## config.mk

```make
export PLATFORM = sky130hd
export DESIGN_NAME = rr_lock_arbiter_flat
export DESIGN_NICKNAME = d
export VERILOG_FILES = /design/src/rtl/rr_lock_arbiter_pkg.sv /design/src/rtl/rr_lock_arbiter_if.sv /design/src/rtl/rr_lock_arbiter_pick.sv /design/src/rtl/rr_lock_arbiter.sv /design/src/flat_wrapper.sv
export SDC_FILE = /design/constraint.sdc
export NUM_CORES = 1
export LEC_CHECK = 0
export ABC_AREA = 1
export CORE_MARGIN = 2
export CORE_UTILIZATION = 39
export CTS_BUF_LIST = sky130_fd_sc_hd__clkbuf_16
export DETAILED_ROUTE_END_ITERATION = 8
export PLACE_DENSITY = 0.72
export SYNTH_ARGS = -nofsm -noshare
export SYNTH_HDL_FRONTEND = slang
export SYNTH_SLANG_ARGS = --single-unit
```

## constraint.sdc

```tcl
create_clock -name clk -period 1.04 [get_ports clk]
set_clock_uncertainty 0.05 [all_clocks]
set_input_delay 0.104 -clock clk [delete_from_list [all_inputs] [get_ports clk]]
set_output_delay 0.104 -clock clk [all_outputs]
set_load 0.005 [all_outputs]
```

## src/rtl/rr_lock_arbiter_pkg.sv

```systemverilog
`default_nettype none
// ============================================================================
// Module   : rr_arb_pkg
// Brief    : Shared types, default constants and helpers for rr_lock_arbiter.
// Revision : 1.0  initial release
// ============================================================================
package rr_arb_pkg;

  // Arbiter control states: IDLE arbitrates, BUSY holds the current owner.
  typedef enum logic [0:0] {
    IDLE = 1'b0,
    BUSY = 1'b1
  } state_e;

  localparam int N_DEF        = 4;
  localparam int MAX_HOLD_DEF = 8;

  // Largest supported requester count and the matching index width.
  localparam int MAX_N   = 16;
  localparam int MAX_IDW = 4;

  // One-hot to binary index; an all-zero input yields 0.
  function automatic logic [MAX_IDW-1:0] onehot2bin(input logic [MAX_N-1:0] oh);
    logic [MAX_IDW-1:0] bin;
    bin = '0;
    for (int i = 0; i < MAX_N; i++) begin
      if (oh[i]) begin
        bin = bin | MAX_IDW'(i);
      end
    end
    return bin;
  endfunction

endpackage
`default_nettype wire

```

## src/rtl/rr_lock_arbiter_if.sv

```systemverilog
`default_nettype none
// ============================================================================
// Module   : rr_lock_arbiter_if
// Brief    : Request/grant bundle between requesters (master) and the
//            arbiter (slave).
// Revision : 1.0  initial release
// ============================================================================
interface rr_lock_arbiter_if
  import rr_arb_pkg::*;
#(
  parameter int N   = N_DEF,
  parameter int IDW = $clog2(N)
);

  logic [N-1:0]   req;
  logic [N-1:0]   done;
  logic [N-1:0]   grant;
  logic           grant_valid;
  logic [IDW-1:0] grant_id;
  logic           timeout;

  modport master (
    output req,
    output done,
    input  grant,
    input  grant_valid,
    input  grant_id,
    input  timeout
  );

  modport slave (
    input  req,
    input  done,
    output grant,
    output grant_valid,
    output grant_id,
    output timeout
  );

endinterface
`default_nettype wire

```

## src/rtl/rr_lock_arbiter_pick.sv

```systemverilog
`default_nettype none
// ============================================================================
// Module   : rr_pick
// Brief    : Combinational rotating-priority picker. Searches req starting at
//            ptr, wrapping to bit 0, and returns a one-hot winner.
// Revision : 1.0  initial release
// ============================================================================
module rr_pick #(
  parameter int N   = 4,
  parameter int IDW = 2
) (
  input  logic [N-1:0]   req,
  input  logic [IDW-1:0] ptr,
  output logic [N-1:0]   winner,
  output logic           any_valid
);

  logic [N-1:0] w_mask;
  logic [N-1:0] w_masked;
  logic [N-1:0] w_src;

  // Mask keeps bits at or above ptr; if none of those request, fall back to
  // the unmasked vector, which is exactly the wrap-around part of the search.
  // The lowest set bit of the chosen vector is the winner.
  always_comb begin
    w_mask    = ~((N'(1) << ptr) - N'(1));
    w_masked  = req & w_mask;
    w_src     = (|w_masked) ? w_masked : req;
    winner    = w_src & (~w_src + N'(1));
    any_valid = |req;
  end

endmodule
`default_nettype wire

```

## src/rtl/rr_lock_arbiter.sv

```systemverilog
`default_nettype none
// ============================================================================
// Module   : rr_lock_arbiter
// Brief    : Round-robin arbiter with grant locking. One registered one-hot
//            grant, held until the owner pulses done or drops req; every
//            grant is followed by at least one idle cycle.
//            Optional macro RR_LOCK_ARBITER_TIMEOUT_EN adds a hold limit of
//            MAX_HOLD cycles after which the grant is revoked and timeout
//            pulses for one cycle.
// Revision : 1.0  initial release
// ============================================================================
module rr_lock_arbiter
  import rr_arb_pkg::*;
#(
  parameter int N        = N_DEF,
  parameter int MAX_HOLD = MAX_HOLD_DEF,
  parameter int IDW      = $clog2(N)
) (
  input  logic              clk,
  input  logic              rst_n,
  rr_lock_arbiter_if.slave  bus
);

  if (N < 2 || N > MAX_N || MAX_HOLD < 2) begin : g_param_check
    $error("rr_lock_arbiter: unsupported parameter set");
  end

  state_e         r_state;
  state_e         w_state_nxt;
  logic [N-1:0]   r_grant;
  logic [N-1:0]   w_grant_nxt;
  logic [IDW-1:0] r_id;
  logic [IDW-1:0] w_id_nxt;
  logic [IDW-1:0] r_ptr;
  logic [IDW-1:0] w_ptr_nxt;
  logic           r_timeout;
  logic           w_timeout_nxt;

  logic [N-1:0]   w_win;
  logic           w_any;
  logic [IDW-1:0] w_win_id;
  logic [IDW-1:0] w_ptr_adv;
  logic           w_release;
  logic           w_hold_expire;

  rr_pick #(
    .N   (N),
    .IDW (IDW)
  ) u_pick (
    .req       (bus.req),
    .ptr       (r_ptr),
    .winner    (w_win),
    .any_valid (w_any)
  );

  assign w_win_id  = IDW'(onehot2bin(MAX_N'(w_win)));
  // Priority moves to the requester just after the current owner.
  assign w_ptr_adv = (r_id == IDW'(N - 1)) ? '0 : r_id + IDW'(1);
  // Only the owner's done/req bits matter while BUSY.
  assign w_release = bus.done[r_id] | ~bus.req[r_id];

`ifdef RR_LOCK_ARBITER_TIMEOUT_EN
  localparam int HCW = (MAX_HOLD > 1) ? $clog2(MAX_HOLD) : 1;
  logic [HCW-1:0] r_hold_cnt;

  // Hold counter: zero while idle (so zero on the first granted cycle),
  // counts BUSY cycles and saturates at MAX_HOLD-1.
  always_ff @(posedge clk or negedge rst_n) begin
    if (!rst_n) begin
      r_hold_cnt <= '0;
    end else if (r_state == IDLE) begin
      r_hold_cnt <= '0;
    end else if (r_hold_cnt != HCW'(MAX_HOLD - 1)) begin
      r_hold_cnt <= r_hold_cnt + HCW'(1);
    end
  end

  assign w_hold_expire = (r_state == BUSY) && (r_hold_cnt == HCW'(MAX_HOLD - 1));
`else
  assign w_hold_expire = 1'b0;
`endif

  // State and output registers; reset drops any grant immediately.
  always_ff @(posedge clk or negedge rst_n) begin
    if (!rst_n) begin
      r_state   <= IDLE;
      r_grant   <= '0;
      r_id      <= '0;
      r_ptr     <= '0;
      r_timeout <= 1'b0;
    end else begin
      r_state   <= w_state_nxt;
      r_grant   <= w_grant_nxt;
      r_id      <= w_id_nxt;
      r_ptr     <= w_ptr_nxt;
      r_timeout <= w_timeout_nxt;
    end
  end

  // Next-state logic: arbitrate in IDLE, hold/release in BUSY. A voluntary
  // release wins over a coincident hold-limit expiry, so timeout only flags
  // genuine revocations.
  always_comb begin
    w_state_nxt   = r_state;
    w_grant_nxt   = r_grant;
    w_id_nxt      = r_id;
    w_ptr_nxt     = r_ptr;
    w_timeout_nxt = 1'b0;
    case (r_state)
      IDLE: begin
        if (w_any) begin
          w_grant_nxt = w_win;
          w_id_nxt    = w_win_id;
          w_state_nxt = BUSY;
        end else begin
          w_grant_nxt = '0;
          w_id_nxt    = '0;
        end
      end
      BUSY: begin
        if (w_release || w_hold_expire) begin
          w_grant_nxt   = '0;
          w_id_nxt      = '0;
          w_ptr_nxt     = w_ptr_adv;
          w_state_nxt   = IDLE;
          w_timeout_nxt = ~w_release;
        end
      end
      default: begin
        w_grant_nxt = '0;
        w_id_nxt    = '0;
        w_state_nxt = IDLE;
      end
    endcase
  end

  assign bus.grant       = r_grant;
  assign bus.grant_valid = |r_grant;
  assign bus.grant_id    = r_id;
  assign bus.timeout     = r_timeout;

endmodule
`default_nettype wire

```

## src/flat_wrapper.sv

```systemverilog
// flat-port wrapper written by rule: the top's interface ports become plain ports
module rr_lock_arbiter_flat import rr_arb_pkg::*;
#(
  parameter int N        = N_DEF,
  parameter int MAX_HOLD = MAX_HOLD_DEF,
  parameter int IDW      = $clog2(N)
)
  (clk, rst_n, bus_req, bus_done, bus_grant, bus_grant_valid, bus_grant_id, bus_timeout);
  rr_lock_arbiter_if #(.N(N), .IDW(IDW)) bus_i ();
  input  logic clk;
  input  logic rst_n;
  input wire logic [$bits(bus_i.req)-1:0] bus_req;
  input wire logic [$bits(bus_i.done)-1:0] bus_done;
  output wire logic [$bits(bus_i.grant)-1:0] bus_grant;
  output wire logic [$bits(bus_i.grant_valid)-1:0] bus_grant_valid;
  output wire logic [$bits(bus_i.grant_id)-1:0] bus_grant_id;
  output wire logic [$bits(bus_i.timeout)-1:0] bus_timeout;
  assign bus_i.req = bus_req;
  assign bus_i.done = bus_done;
  assign bus_grant = bus_i.grant;
  assign bus_grant_valid = bus_i.grant_valid;
  assign bus_grant_id = bus_i.grant_id;
  assign bus_timeout = bus_i.timeout;
  rr_lock_arbiter #(.N(N), .MAX_HOLD(MAX_HOLD), .IDW(IDW)) u_core (.clk(clk), .rst_n(rst_n), .bus(bus_i));
endmodule
```

==> qor.yml <==
status:
  outcome: "finished, violations left"
  violations: "negative setup slack"
layout:
  n_antenna_cell: 0
  fin_cells: 121
  nets: 118
  syn_to_final_growth_pct: 83.7
  drive_gt1_share_pct: 49.1
  final_common_cell: "buf_4"
  utilization_pct: 77.0
  layout_common_cells: "buf_4 (13), nand2_1 (10), nand2_2 (8), clkdlybuf4s50_1 (8)"
synthesis:
  avgSynthCellArea_um2: 7.79
  synth_seq_area_share_pct: 41.3
  syn_inst: 70
  synth.distinct_cells: 19
  async_flop_share_pct: 100
  synth_area_um2: 546
  ys.flop_type: "dfrtp_1"
  synth_edf_count: 0
  syn_nets: 81
  ys_seq_elements: 9
  yosys_warnings: 0
pwr:
  powerDensity_mw_per_mm2: 2890
  p_comb_share_pct: 54.1
  p_sw_uw: 1080
  p_int_uw: 1810
  power.share.clock_pct: 23.1
  leakagePower_uw: 0.000495
  p_sw_share_pct: 37.5
  vdd_drop_max_mv: 1.89
  seq_power_share_pct: 22.7
floorplanning:
  fp.dieH_um: 41.4
  ios: 18
  die_width_um: 41.4
  die_area_mm2: 0.00171
  start_util_pct: 41.9
  core_mm2: 0.00130
  core.rowCount: 13
clock_network:
  max-clock-path-buffers: 2
  cts.sinks: 9
  h-tree-depth: 1
  path_clk_slew_ns: 0.04
  cts_buffers: 3
  cts_root_buf: "clkbuf_16"
  hold_buffers: 0
  cts_tree: "yes"
  clkLatencyLatePin_ns: 0.24
run:
  max_cap_viol_count: 0
critical_path:
  r2r_end: "u_core.bus.grant[2]"
  cp_slowest_cell: "dfrtp_1"
  arrival_ns: 1.37
  reg2reg_depth: 7
  slowest_delay_ns: 0.41
  worstSetupPathType: "reg -> reg"
  critPathCaptureType: "register"
  cp_cell_sequence: "nand2_2 > nand2_2 > nand4_1 > nand2_2 > nor2_4 > nand3_2 > o21ai_2"
  worst_setup_path_start_kind: "register"
  critPathMostFrequentCell: "nand2_2"
  worst_r2r_startpoint: "u_core.r_ptr[1]"
  cp.required_ns: 1.14
  critical_path.max_fanout: 3
  ff2ff_setup_slack_ns: -0.22
detailed_routing:
  drt_iter0_drc: 22
  via_per_inst: 5.28
  routed_wl_um: 1880
  route.vias.total: 639
  ant_nets: 0
  route.detailed.drc: 0
  drtPass1Iterations: 4
  routedWlPerCell_um: 15.5
place:
  preCtsSetupSlack_ns: -0.413
  place.port_buffers: 16
  dp_cells: 111
  place_congestion: 0.780
  dp_hpwl_um: 1200
hold_path:
  hp-class: "in -> async"
timing:
  finalMaxSlewViolations: 0
  finalHoldViolCount: 0
  setup_violations: 10
  post-route-period-util_pct: 121
  grt_setup_unrepaired: "yes"
  fin_crit_ns: 1.26
  worst_slack_ns: -0.222
  timing.fmax_mhz: 793
  finalSetupTns_ns: -1.60
  hold_slack_ns: 0.121
grt:
  grt_overflow: 0
  grt_pass1_wl_um: 2710
  grt_max_degree: 10
  grt_pass1_vias: 611
  track_usage_pct: 21.2
  antenna_found_initial: 0
-- per-stage QoR --
step                      cell area [um2]  power [uW]
after floorplan                       558        1190
after global placement                812        1830
after detailed placement              812        1860
after CTS                             938        2680
after global routing                 1000        3060
final                                1000        2890
-- how the worst max path moves through the flow --
stage               cells after the start                endpoint  slack [ns]                   start
floorplan                               7  u_core.bus.grant_id[1]        -0.1  u_core.bus.grant_id[0]
global placement                        7     u_core.bus.grant[3]       -0.37              bus_req[3]
detailed placement                      7  u_core.bus.grant_id[1]       -0.41              bus_req[3]
CTS                                     7     u_core.bus.grant[0]       -0.19  u_core.bus.grant_id[0]
global route                            7     u_core.bus.grant[2]       -0.32         u_core.r_ptr[1]
finish                                  7     u_core.bus.grant[2]       -0.22         u_core.r_ptr[1]
-- power groups by stage --
stage                     Combinational, uW  Clock, uW  Sequential [uW]
after detailed placement               1220          0              647
final                                  1570        669              658
after floorplan                         561          0              629
after global placement                 1190          0              638
after CTS                              1360        677              639
after global routing                   1680        699              676
-- metal layers --
| metal | share of wire, % | vias to the layer above | wire length (um) | GRT usage, % |
|---|---|---|---|---|
| li1 | - | 298 | - | - |
| met3 | 6.6 | 5 | 124 | 6.52 |
| met5 | 0 | - | 0 | 0 |
| met1 | 40 | 307 | 755 | 24.7 |
| met2 | 51 | 29 | 959 | 34.7 |
| met4 | 2.0 | 0 | 38 | 11.0 |
-- worst max-delay path, delay by kind of cell (launching register included) --
kind,cells,cell delay [ns]
AO/OA/AOI/OAI,1,0.09
flip-flops,1,0.41
AND/OR/NAND/NOR,6,0.63
-- area by class of cell --
cell class | instances | area (um2)
multi-input combinational | 50 | 350
fill | 82 | 299
timing repair buffer | 33 | 287
sequential | 9 | 228
clock buffer | 3 | 75.1
inverter | 10 | 40.0
tap | 15 | 18.8
clock inverter | 1 | 3.75
-- cell usage after synthesis (2+ instances only) --
cell type  instances  area share, %
nand2_1           18             12
dfrtp_1            9             41
inv_1              8            5.5
nand3_1            6            5.5
nor2_1             5            3.4
o21ai_1            5            4.6
nand3b_1           4            5.5
nand3_2            3            5.5
inv_2              2            1.4
-- kinds of logic (layout without fill, tap and decap cells) --
| kind of cell | Yosys count | in the layout | synth area share (%) |
|---|---|---|---|
| adder cells (fa/ha/maj) | 1 | 1 | 2.29 |
| buffers and inverters | 11 | 47 | 8.26 |
| other | 1 | 1 | 0.687 |
| AO/OA/AOI/OAI | 9 | 9 | 10.8 |
| AND/OR/NAND/NOR | 39 | 39 | 36.7 |
| flip-flops | 9 | 9 | 41.3 |
-- state kept, by name (all words and copies together), names as in the netlist --
name	cells
u_core.r_state	1
u_core.bus.grant	4
u_core.bus.grant_id	2
u_core.r_ptr	2
-- repair_timing --
item                       in CTS  in global routing
gates resized for setup        25                 23
cloned                          0                  0
pin swaps                       4                 14
setup buffers                   5                  2
setup endpoints to repair      16                 13
No activity file was read; power rests on OpenSTA's default activity.
